$ cat config.mk
export PLATFORM = sky130hd
export DESIGN_NAME = fetch_mem_if_flat
export DESIGN_NICKNAME = d
export VERILOG_FILES = /design/src/rtl/fetch_mem_if_if.sv /design/src/rtl/fetch_mem_if.sv /design/src/flat_wrapper.sv
export SDC_FILE = /design/constraint.sdc
export NUM_CORES = 1
export LEC_CHECK = 0
export ABC_CLOCK_PERIOD_IN_PS = 1700
export BUFFER_PORTS_ARGS = -buffer_cell sky130_fd_sc_hd__buf_2
export CAP_MARGIN = 40
export CORE_UTILIZATION = 27
export CTS_BUF_LIST = sky130_fd_sc_hd__clkbuf_4
export CTS_CLUSTER_DIAMETER = 50
export DETAILED_ROUTE_END_ITERATION = 10
export PLACE_DENSITY = 0.53
export SYNTH_ARGS = -nofsm -noshare
export SYNTH_HDL_FRONTEND = slang
export SYNTH_SLANG_ARGS = --single-unit
export TNS_END_PERCENT = 50
$ cat constraint.sdc
create_clock -name clk -period 1.7 [get_ports clk]
set_input_delay 0.085 -clock clk [delete_from_list [all_inputs] [get_ports clk]]
set_output_delay 0.085 -clock clk [all_outputs]
set_load 0.05 [all_outputs]
$ cat src/rtl/fetch_mem_if_if.sv
// Bus bundle for fetch_mem_if: fetch-unit request/response plus the halfword
// instruction-memory read port.
interface fetch_mem_if_if;
  logic        fetch_req;
  logic [15:0] pc_in;
  logic        flush;
  logic        mem_rd;
  logic [15:0] mem_addr;
  logic [15:0] mem_data;
  logic        mem_ready;
  logic [31:0] fetch_opc;
  logic        opc_valid;
  logic        hold;

  modport slave (
    input  fetch_req, pc_in, flush, mem_data, mem_ready,
    output mem_rd, mem_addr, fetch_opc, opc_valid, hold
  );

  modport master (
    output fetch_req, pc_in, flush, mem_data, mem_ready,
    input  mem_rd, mem_addr, fetch_opc, opc_valid, hold
  );
endinterface

$ cat src/rtl/fetch_mem_if.sv
// Fetches a 32-bit instruction as two halfword reads (high half first).
// Optional last-word hit path: define FETCH_MEM_IF_LASTWORD_HIT_EN.
module fetch_mem_if (
  input  logic           clk,
  input  logic           a_rst,
  fetch_mem_if_if.slave  bus
);

  typedef enum logic [1:0] {
    IDLE  = 2'b00,
    RD_HI = 2'b01,
    RD_LO = 2'b10
  } state_t;

  state_t      state_q;
  logic [13:0] addr_q;
  logic [31:0] fetch_opc_q;
  logic        opc_valid_q;
  logic        mem_rd_q;
  logic [15:0] mem_addr_q;
  logic        hit;
  logic        done;
  logic        unused_pc_lsb;

  assign unused_pc_lsb = ^bus.pc_in[1:0];
  assign done = (state_q == RD_LO) && bus.mem_ready && !bus.flush;

`ifdef FETCH_MEM_IF_LASTWORD_HIT_EN
  logic [13:0] tag_q;
  logic        tag_valid_q;

  assign hit = bus.fetch_req && !bus.flush && tag_valid_q &&
               (bus.pc_in[15:2] == tag_q) && (state_q == IDLE);

  always_ff @(posedge clk or negedge a_rst) begin
    if (!a_rst) begin
      tag_q       <= '0;
      tag_valid_q <= 1'b0;
    end else if (bus.flush) begin
      tag_valid_q <= 1'b0;
    end else if (done) begin
      tag_q       <= addr_q;
      tag_valid_q <= 1'b1;
    end
  end
`else
  assign hit = 1'b0;
`endif

  // mem_rd/mem_addr are registered, so each transition loads the value the
  // destination state must present.
  always_ff @(posedge clk or negedge a_rst) begin
    if (!a_rst) begin
      state_q     <= IDLE;
      addr_q      <= '0;
      fetch_opc_q <= '0;
      opc_valid_q <= 1'b0;
      mem_rd_q    <= 1'b0;
      mem_addr_q  <= '0;
    end else begin
      opc_valid_q <= 1'b0;
      if (bus.flush) begin
        state_q    <= IDLE;
        mem_rd_q   <= 1'b0;
        mem_addr_q <= {addr_q, 2'b00};
      end else begin
        case (state_q)
          IDLE: begin
            if (bus.fetch_req) begin
              if (hit) begin
                opc_valid_q <= 1'b1;
              end else begin
                addr_q     <= bus.pc_in[15:2];
                state_q    <= RD_HI;
                mem_rd_q   <= 1'b1;
                mem_addr_q <= {bus.pc_in[15:2], 2'b00};
              end
            end
          end
          RD_HI: begin
            if (bus.mem_ready) begin
              fetch_opc_q[31:16] <= bus.mem_data;
              state_q            <= RD_LO;
              mem_addr_q         <= {addr_q, 2'b10};
            end
          end
          RD_LO: begin
            if (bus.mem_ready) begin
              fetch_opc_q[15:0] <= bus.mem_data;
              state_q           <= IDLE;
              mem_rd_q          <= 1'b0;
              mem_addr_q        <= {addr_q, 2'b00};
              opc_valid_q       <= 1'b1;
            end
          end
          default: begin
            state_q    <= IDLE;
            mem_rd_q   <= 1'b0;
            mem_addr_q <= {addr_q, 2'b00};
          end
        endcase
      end
    end
  end

  assign bus.mem_rd    = mem_rd_q;
  assign bus.mem_addr  = mem_addr_q;
  assign bus.fetch_opc = fetch_opc_q;
  assign bus.opc_valid = opc_valid_q;
  assign bus.hold      = (state_q != IDLE) || (bus.fetch_req && !hit);

endmodule

$ cat src/flat_wrapper.sv
// flat-port wrapper written by rule: the top's interface ports become plain ports
module fetch_mem_if_flat 
  (clk, a_rst, bus_fetch_req, bus_pc_in, bus_flush, bus_mem_data, bus_mem_ready, bus_mem_rd, bus_mem_addr, bus_fetch_opc, bus_opc_valid, bus_hold);
  fetch_mem_if_if bus_i ();
  input  logic clk;
  input  logic a_rst;
  input wire logic [$bits(bus_i.fetch_req)-1:0] bus_fetch_req;
  input wire logic [$bits(bus_i.pc_in)-1:0] bus_pc_in;
  input wire logic [$bits(bus_i.flush)-1:0] bus_flush;
  input wire logic [$bits(bus_i.mem_data)-1:0] bus_mem_data;
  input wire logic [$bits(bus_i.mem_ready)-1:0] bus_mem_ready;
  output wire logic [$bits(bus_i.mem_rd)-1:0] bus_mem_rd;
  output wire logic [$bits(bus_i.mem_addr)-1:0] bus_mem_addr;
  output wire logic [$bits(bus_i.fetch_opc)-1:0] bus_fetch_opc;
  output wire logic [$bits(bus_i.opc_valid)-1:0] bus_opc_valid;
  output wire logic [$bits(bus_i.hold)-1:0] bus_hold;
  assign bus_i.fetch_req = bus_fetch_req;
  assign bus_i.pc_in = bus_pc_in;
  assign bus_i.flush = bus_flush;
  assign bus_i.mem_data = bus_mem_data;
  assign bus_i.mem_ready = bus_mem_ready;
  assign bus_mem_rd = bus_i.mem_rd;
  assign bus_mem_addr = bus_i.mem_addr;
  assign bus_fetch_opc = bus_i.fetch_opc;
  assign bus_opc_valid = bus_i.opc_valid;
  assign bus_hold = bus_i.hold;
  fetch_mem_if u_core (.clk(clk), .a_rst(a_rst), .bus(bus_i));
endmodule
## Yosys cells after proc, flatten, opt, wreduce, memory -nomap -nowiden

Cells that the tools add are included.

| storage, ports and cells | value |
|---|---|
| output and inout bits | 51 |
| register bits | 66 |

| cells by class | value |
|---|---|
| bitwise gates (word level) | 1 |
| equality and inequality tests | 6 |
| mux-type cells | 17 |
| reductions and logical operators | 8 |

Operators with widths:

| cell | count |
|---|---|
| 16-bit 2-to-1 mux | 4 |
| 16-bit case mux with 3 select lines | 1 |
| 3-bit AND reduction | 5 |
| 3-bit inequality test, second input constant | 3 |
| 2-bit 2-to-1 mux | 4 |
| 1-bit 2-to-1 mux | 6 |
| 2-bit case mux with 3 select lines | 1 |
| 1-bit case mux with 3 select lines | 1 |
| 2-bit by 1-bit equality test with 1-bit output, second input constant | 1 |
| 2-bit equality test, second input constant | 1 |
| 2-bit zero test | 1 |
| 2-bit inequality test, second input constant | 1 |
| 2-bit nonzero test | 1 |
| 1-bit logical OR | 1 |
| 1-bit NOT | 1 |

## Longest topological paths before layout

Gate-level depths: netlist of the first run.

| depth | value |
|---|---|
| word-level depth | 3 |
| depth in mapped cells | 6 |
| gate-level depth less buffers | 3 |

## Worst setup path after synthesis of the first run

OpenSTA, ideal clock, no wires.

| timing | value |
|---|---|
| kind | register to register |
| from | register u_core.state_q[0] |
| to | register u_core.mem_addr_q[10] (netlist: u_core.bus.mem_addr[10]) |
| slack | -0.130 ns |
| arrival time | 1.703 ns |
| clock period less this slack | 1.830 ns |
| setup time | 0.127 ns |
| stages on the path, launching flop included | 6 |
| path through | dfrtp_1 > buf_2 > nor3_2 > buf_2 > mux2_2 > mux2_1 |

| on the way | value |
|---|---|
| cells in the longest elaborated chain, start to end | 3 |

RTL lines:

| what | RTL line | RTL |
|---|---|---|
| start, declared | fetch_mem_if.sv:15 | `state_t state_q;` |
| start signal, assigned | fetch_mem_if.sv:54 | `state_q <= IDLE;` |
| start signal, assigned | fetch_mem_if.sv:63 | `state_q <= IDLE;` |
| start signal, assigned | fetch_mem_if.sv:74 | `state_q <= RD_HI;` |
| 2-bit equality test, or another cell as far along | -- |  |
| 3-bit inequality test (no source line) / 16-bit case mux with 3 select lines (equally long branches) | -- |  |
| 3-bit AND reduction (no source line) / 16-bit 2-to-1 mux (equally long branches) | -- |  |
| end signal, assigned | fetch_mem_if.sv:65 | `mem_addr_q <= {addr_q, 2'b00};` |
| end signal, assigned | fetch_mem_if.sv:76 | `mem_addr_q <= {bus.pc_in[15:2], 2'b00};` |
| end signal, assigned | fetch_mem_if.sv:84 | `mem_addr_q <= {addr_q, 2'b10};` |
| end, declared | fetch_mem_if.sv:20 | `logic [15:0] mem_addr_q;` |

Several ways; a longest one is shown, not always the timed one.
A chain may end at the register's enable or synchronous reset.

## Worst setup path after layout of the first run

| timing | value |
|---|---|
| from | register u_core.state_q[0] |
| to | register u_core.mem_addr_q[5] (netlist: u_core.bus.mem_addr[5]) |

The elaborated chain is that of the path after synthesis.

==> results of run 1 <==
==> worst max-delay path by stage <==
stage	endpoint	depth (start not counted)
3_5_place_dp	u_core.bus.mem_addr[5]	4
4_1_cts	bus_hold	3
3_3_place_gp	u_core.bus.mem_addr[5]	4
6_report	u_core.bus.mem_addr[5]	4
2_1_floorplan	u_core.addr_q[10]	6
5_1_grt	bus_hold	3
==> critical path: stages, from the launching register on <==
cell and delay (ns):
dfrtp_1 0.44, or3b_1 0.43, a2bb2oi_2 0.16, buf_12 0.16
mux2_1 0.31
==> sequential cells by signal (all words and copies together) (netlist names) <==
register,flops
u_core.bus.fetch_opc,32
u_core.bus.mem_addr,15
u_core.addr_q,14
u_core.bus.mem_rd,1
u_core.bus.opc_valid,1
u_core.state_q,1
==> cell families after synthesis <==
group / after synthesis
flops: 64
buf+inv: 11
other cells: 1
mux: 75
simple gates: 12
compound gates: 5
==> repair_timing <==
item,CTS,global route
hold buffers,33,0
pin swaps,0,1
gates resized for setup,2,4
hold endpoints to repair,112,0
endpoints found under the setup margin,1,1
==> through the flow <==
stage | total power [mW] | util [%] | cells | cell area, um^2
finish | 5.23 | 40.8 | 428 | 3840
global placement | 4.04 | 35.3 | 379 | 3330
CTS | 5.32 | 40.6 | 428 | 3820
floorplan | 3.56 | - | 168 | 2680
global route | 5.53 | 40.8 | 428 | 3840
detailed placement | 4.06 | 35.3 | 379 | 3330
==> final cells by class <==
class,count,share of cell area (%)
Clock buffer,10,1.96
Clock inverter,6,2.18
Inverter,1,0.0978
Multi-Input combinational cell,93,26.3
Sequential cell,64,41.7
Tap cell,129,4.21
Timing Repair Buffer,125,23.5
==> layout by cell type, fill, tap and decap left out, types with 2 or more instances in the layout <==
master,count
dlygate4sd3_1,33
buf_2,83
clkinvlp_4,2
a21oi_1,2
nor4b_4,2
mux2_1,14
nor2b_1,2
dfrtp_1,64
buf_6,2
bufinv_16,2
clkbuf_4,10
buf_12,6
nor2_1,2
mux2_2,60
==> power groups by stage <==
stage | clock, mW | sequential [mW] | combinational (mW)
floorplan | 0 | 3.09 | 0.467
global route | 1.29 | 2.10 | 2.13
finish | 1.16 | 2.04 | 2.03
CTS | 1.22 | 2.05 | 2.05
global placement | 0 | 2.07 | 1.97
detailed placement | 0 | 2.08 | 1.99
==> per-layer routing <==
metal  part of all wire [%]  GRT usage [%]  vias to the layer above
met5                      0              0                        -
met4                   0.94           3.68                        0
met3                    4.9           5.31                        6
met2                     51           20.5                       56
met1                     43           13.0                      893
li1                       -              -                      845
==> flow_metrics.py, run 1 <==
metrics = {
    "place": {
        "dp_hpwl_um": 3490,
        "routabilityCongestion": 0.656,
        "numPortBuffers": 84,
        "post-place-ws_ns": 0.0967,
    },
    "hold_path": {
        "hp-start": "bus_fetch_req",
        "whs_path_depth": 3,
        "worst_hold_path.endpoint": "u_core.state_q[0]",
        "hold_class": "in -> reg",
    },
    "finish": {
        "multi_input_area_mm2": 0.00101,
        "drive_gt1_share_pct": 57.5,
        "area_delta_synth_final_pct": 43.9,
        "fillers": 925,
        "final_nets": 331,
        "num_antenna_cells": 0,
        "final-seq-area_mm2": 0.00160,
    },
    "logic_synthesis": {
        "synth_compound_area_share_pct": 1.50,
        "syn_area_mm2": 0.00267,
        "post-synth-top-area-fraction_pct": 60.1,
        "ys_seq_area_share_pct": 60.1,
        "synth_common_cells": "dfrtp_1, mux2_2, mux2_1, buf_2, buf_4",
        "syn_inst": 168,
        "synth-edff-count": 0,
        "yosysTopAreaCell": "dfrtp_1",
        "yosysMostFrequentCell": "dfrtp_1",
        "yosys_register_bits": 64,
        "syn_nets": 205,
        "yosysWarnings": 0,
        "synth_top_family_by_area": "multiplexers",
        "synth.avg_cell_area_um2": 15.9,
        "synth_area_leaders": "dfrtp_1, mux2_2, mux2_1",
        "yosys.area_share.simple_pct": 4.13,
        "synthMuxAreaShare_pct": 31.6,
        "synthArstFlopShare_pct": 100,
        "ys_types": 22,
        "synth-xor-area-share_pct": 0,
        "synthAdderAreaFrac_pct": 0,
        "synthFlopType": "dfrtp_1",
    },
    "power_and_ir_drop": {
        "clkPwrFrac_pct": 22.1,
        "ir_drop_mv": 0.704,
        "power.switching_mw": 2.10,
        "p_seq_share_pct": 39.1,
        "power_density_mw_per_mm2": 1360,
        "p_comb_share_pct": 38.8,
        "power_leakage_nw": 1.78,
        "intPower_mw": 3.13,
        "switching_share_pct": 40.2,
    },
    "global_route": {
        "grt.total_usage_pct": 11.8,
        "antenna_found_initial": 0,
        "grt_pass1_wl_um": 9120,
        "overflow": 0,
        "grt_pass1_vias": 1955,
        "grt_max_degree": 65,
    },
    "worst_setup_path": {
        "end_kind": "flip-flop",
        "required_ns": 1.98,
        "worstSetupPathType": "reg -> reg",
        "r2r.worst_path.cells": 4,
        "crit_path_start": "u_core.state_q[0]",
        "worstReg2RegStart": "u_core.state_q[0]",
        "worstPathMaxFanout": 14,
        "crit_path_start_kind": "flip-flop",
        "r2r_end": "u_core.bus.mem_addr[5]",
        "r2r_slack_ns": 0.08,
        "arrival_ns": 1.90,
    },
    "floorplanning": {
        "die_y_um": 101,
        "die_w_um": 101,
        "rows": 35,
        "die_area_mm2": 0.0103,
        "fp.coreArea_mm2": 0.00942,
        "io_pins": 88,
        "initial_utilization_pct": 28.3,
    },
    "clocking": {
        "clockBufferDepth": 2,
        "cts-root-buf": "clkbuf_4",
        "post_cts_buffers": 0,
        "clk_pin_slew_ns": 0.10,
        "cts_tree": "done",
        "clock_sinks": 64,
        "htreeDepth": 3,
        "cts_made_buffers": 9,
        "clock_latency_ns": 0.40,
    },
    "drt": {
        "avgViaCountPerCell": 4.21,
        "wl_per_cell_um": 12.6,
        "first_iter_violations": 42,
        "drc": 0,
        "dr.pass1.iters": 4,
        "ant_nets": 0,
        "wl_um": 5410,
        "dr_total_vias": 1800,
    },
    "timing": {
        "fin_tns_setup_ns": 0,
        "period_share_pct": 95.2,
        "hold_viol": 0,
        "finalWorstSetupSlack_ns": 0.0819,
        "fin_hold_ws_ns": 0.139,
        "final-setup-viol-count": 0,
        "clock_skew_ns": 0.0118,
        "slew_viol_final": 0,
        "fmax_mhz": 618,
        "finalCriticalPeriod_ns": 1.62,
        "rsz0062_at_grt": "no",
    },
    "flow_run": {
        "drv_cap": 0,
    },
    "status": {
        "status": "completed",
    },
}
No activity file was read; power rests on OpenSTA's default activity.
==> run 2, diff against run 1 <==
BUFFER_PORTS_ARGS = -buffer_cell sky130_fd_sc_hd__buf_4   (was -buffer_cell sky130_fd_sc_hd__buf_2)
==> flow_metrics.py, run 2 (synthesized netlist as in run 1, its figures left out) <==
metrics = {
    "status": {
        "status": "completed",
    },
    "drt": {
        "wl_met3_um": 330,
        "dr.pass1.iters": 3,
        "ant_nets": 0,
        "drc": 0,
        "dr_wl_met2_um": 2840,
        "met1Wirelength_um": 2340,
        "avgViaCountPerCell": 4.24,
        "dr_total_vias": 1818,
        "wl_per_cell_um": 13.0,
        "top_layer": "met4",
        "wl_um": 5570,
        "first_iter_violations": 29,
    },
    "timing": {
        "slew_viol_final": 0,
        "hold_viol": 0,
        "final-setup-viol-count": 0,
        "fin_hold_ws_ns": 0.111,
        "rsz0062_at_grt": "yes",
        "fmax_mhz": 615,
        "finalWorstSetupSlack_ns": 0.0730,
        "finalCriticalPeriod_ns": 1.63,
        "clock_skew_ns": 0.0125,
        "period_share_pct": 95.7,
        "fin_tns_setup_ns": 0,
    },
    "floorplanning": {
        "initial_utilization_pct": 28.3,
        "die_y_um": 101,
        "rows": 35,
        "die_area_mm2": 0.0103,
        "die_w_um": 101,
        "io_pins": 88,
        "fp.coreArea_mm2": 0.00942,
    },
    "power_and_ir_drop": {
        "ir_drop_mv": 0.783,
        "power_leakage_nw": 1.84,
        "p_total_mw": 5.28,
        "power_density_mw_per_mm2": 1320,
    },
    "global_route": {
        "antenna_found_initial": 0,
        "overflow": 0,
        "grt.total_usage_pct": 12.4,
        "grt_max_degree": 35,
        "grt_pass1_vias": 2010,
        "grt_pass1_wl_um": 9570,
    },
    "worst_setup_path": {
        "required_ns": 1.97,
        "crit_path_start_kind": "flip-flop",
        "worstPathMaxFanout": 14,
        "arrival_ns": 1.90,
        "worstSetupPathType": "reg -> reg",
        "crit_slowest_cell": "or3b_1",
        "end_kind": "flip-flop",
        "path_cells": "or3b_1, a2bb2oi_2, buf_12, mux2_1",
        "max_stage_delay_ns": 0.44,
        "critPathTopFamily": "simple AND/OR/NAND/NOR gates",
        "critPathBufInv": 1,
    },
    "finish": {
        "final_nets": 332,
        "mostFrequentLayoutCell": "buf_4",
        "area_delta_synth_final_pct": 50.2,
        "fillers": 907,
        "largest_register_ffs": 32,
        "num_antenna_cells": 0,
        "drive_gt1_share_pct": 57.7,
        "final_util_pct": 42.5,
        "final_cell_mix": "buf_4, dfrtp_1, mux2_2",
    },
    "place": {
        "routabilityCongestion": 0.646,
        "numPortBuffers": 84,
        "post-place-ws_ns": 0.0996,
        "dp_hpwl_um": 3690,
    },
    "clocking": {
        "cts-root-buf": "clkbuf_4",
        "cts_made_buffers": 9,
        "clk_pin_slew_ns": 0.09,
        "post_cts_buffers": 0,
        "clock_latency_ns": 0.40,
        "cts_tree": "done",
        "clockBufferDepth": 2,
        "htreeDepth": 3,
        "clock_sinks": 64,
    },
    "flow_run": {
        "drv_cap": 0,
    },
    "hold_path": {
        "hold_class": "in -> reg",
    },
}
## run 2: final timing paths
check                                   from                       to  slack, ns  cells after the start
setup / recovery           u_core.state_q[0]   u_core.bus.mem_addr[5]       0.07                      4
min in group asynchronous              a_rst   u_core.bus.mem_addr[8]       0.16                      2
hold / removal                 bus_fetch_req        u_core.state_q[0]       0.11                      3
max in group asynchronous              a_rst  u_core.bus.fetch_opc[6]       0.99                      3
setup reg to reg           u_core.state_q[0]   u_core.bus.mem_addr[5]       0.07                      4
hold reg to reg             u_core.addr_q[5]         u_core.addr_q[5]       0.49                      1
## run 2: report_power, final
part | internal [mW] | switching [mW]
registers | 1.88 | 0.181
clock network | 0.492 | 0.510
logic | 0.828 | 1.39
## run 2: area by class of cell
type	instances	area (um^2)	share of cell area [%]
multi-input combinational	93	1000	25.1
clock inverter	4	45.0	1.13
clock buffer	12	90.1	2.25
tap	129	161	4.03
sequential	64	1600	40.0
timing repair buffer	126	1100	27.4
inverter	1	3.75	0.0938
## run 2: what timing repair did
| action | in CTS | in global routing |
|---|---|---|
| setup endpoints to repair | 0 | 2 |
| hold endpoints to repair | 118 | 0 |
| hold buffers | 33 | 0 |
| resized for setup | 0 | 2 |
## run 2: metal layers
metal | global-route usage [%] | vias to the layer above
li1 | - | 852
met1 | 14.0 | 907
met5 | 0 | -
met2 | 20.8 | 54
met3 | 5.66 | 5
met4 | 4.35 | 0
## run 2: worst register-to-register path: stages (launching register included)
cell and delay, ns:
dfrtp_1 0.43, or3b_1 0.44, a2bb2oi_2 0.16, buf_12 0.16
mux2_1 0.32
## run 2: stage by stage
step	instance area, um^2	instances
4_1_cts	4000	429
6_report	4000	429
3_5_place_dp	3530	380
2_1_floorplan	2680	168
3_3_place_gp	3530	380
5_1_grt	4000	429
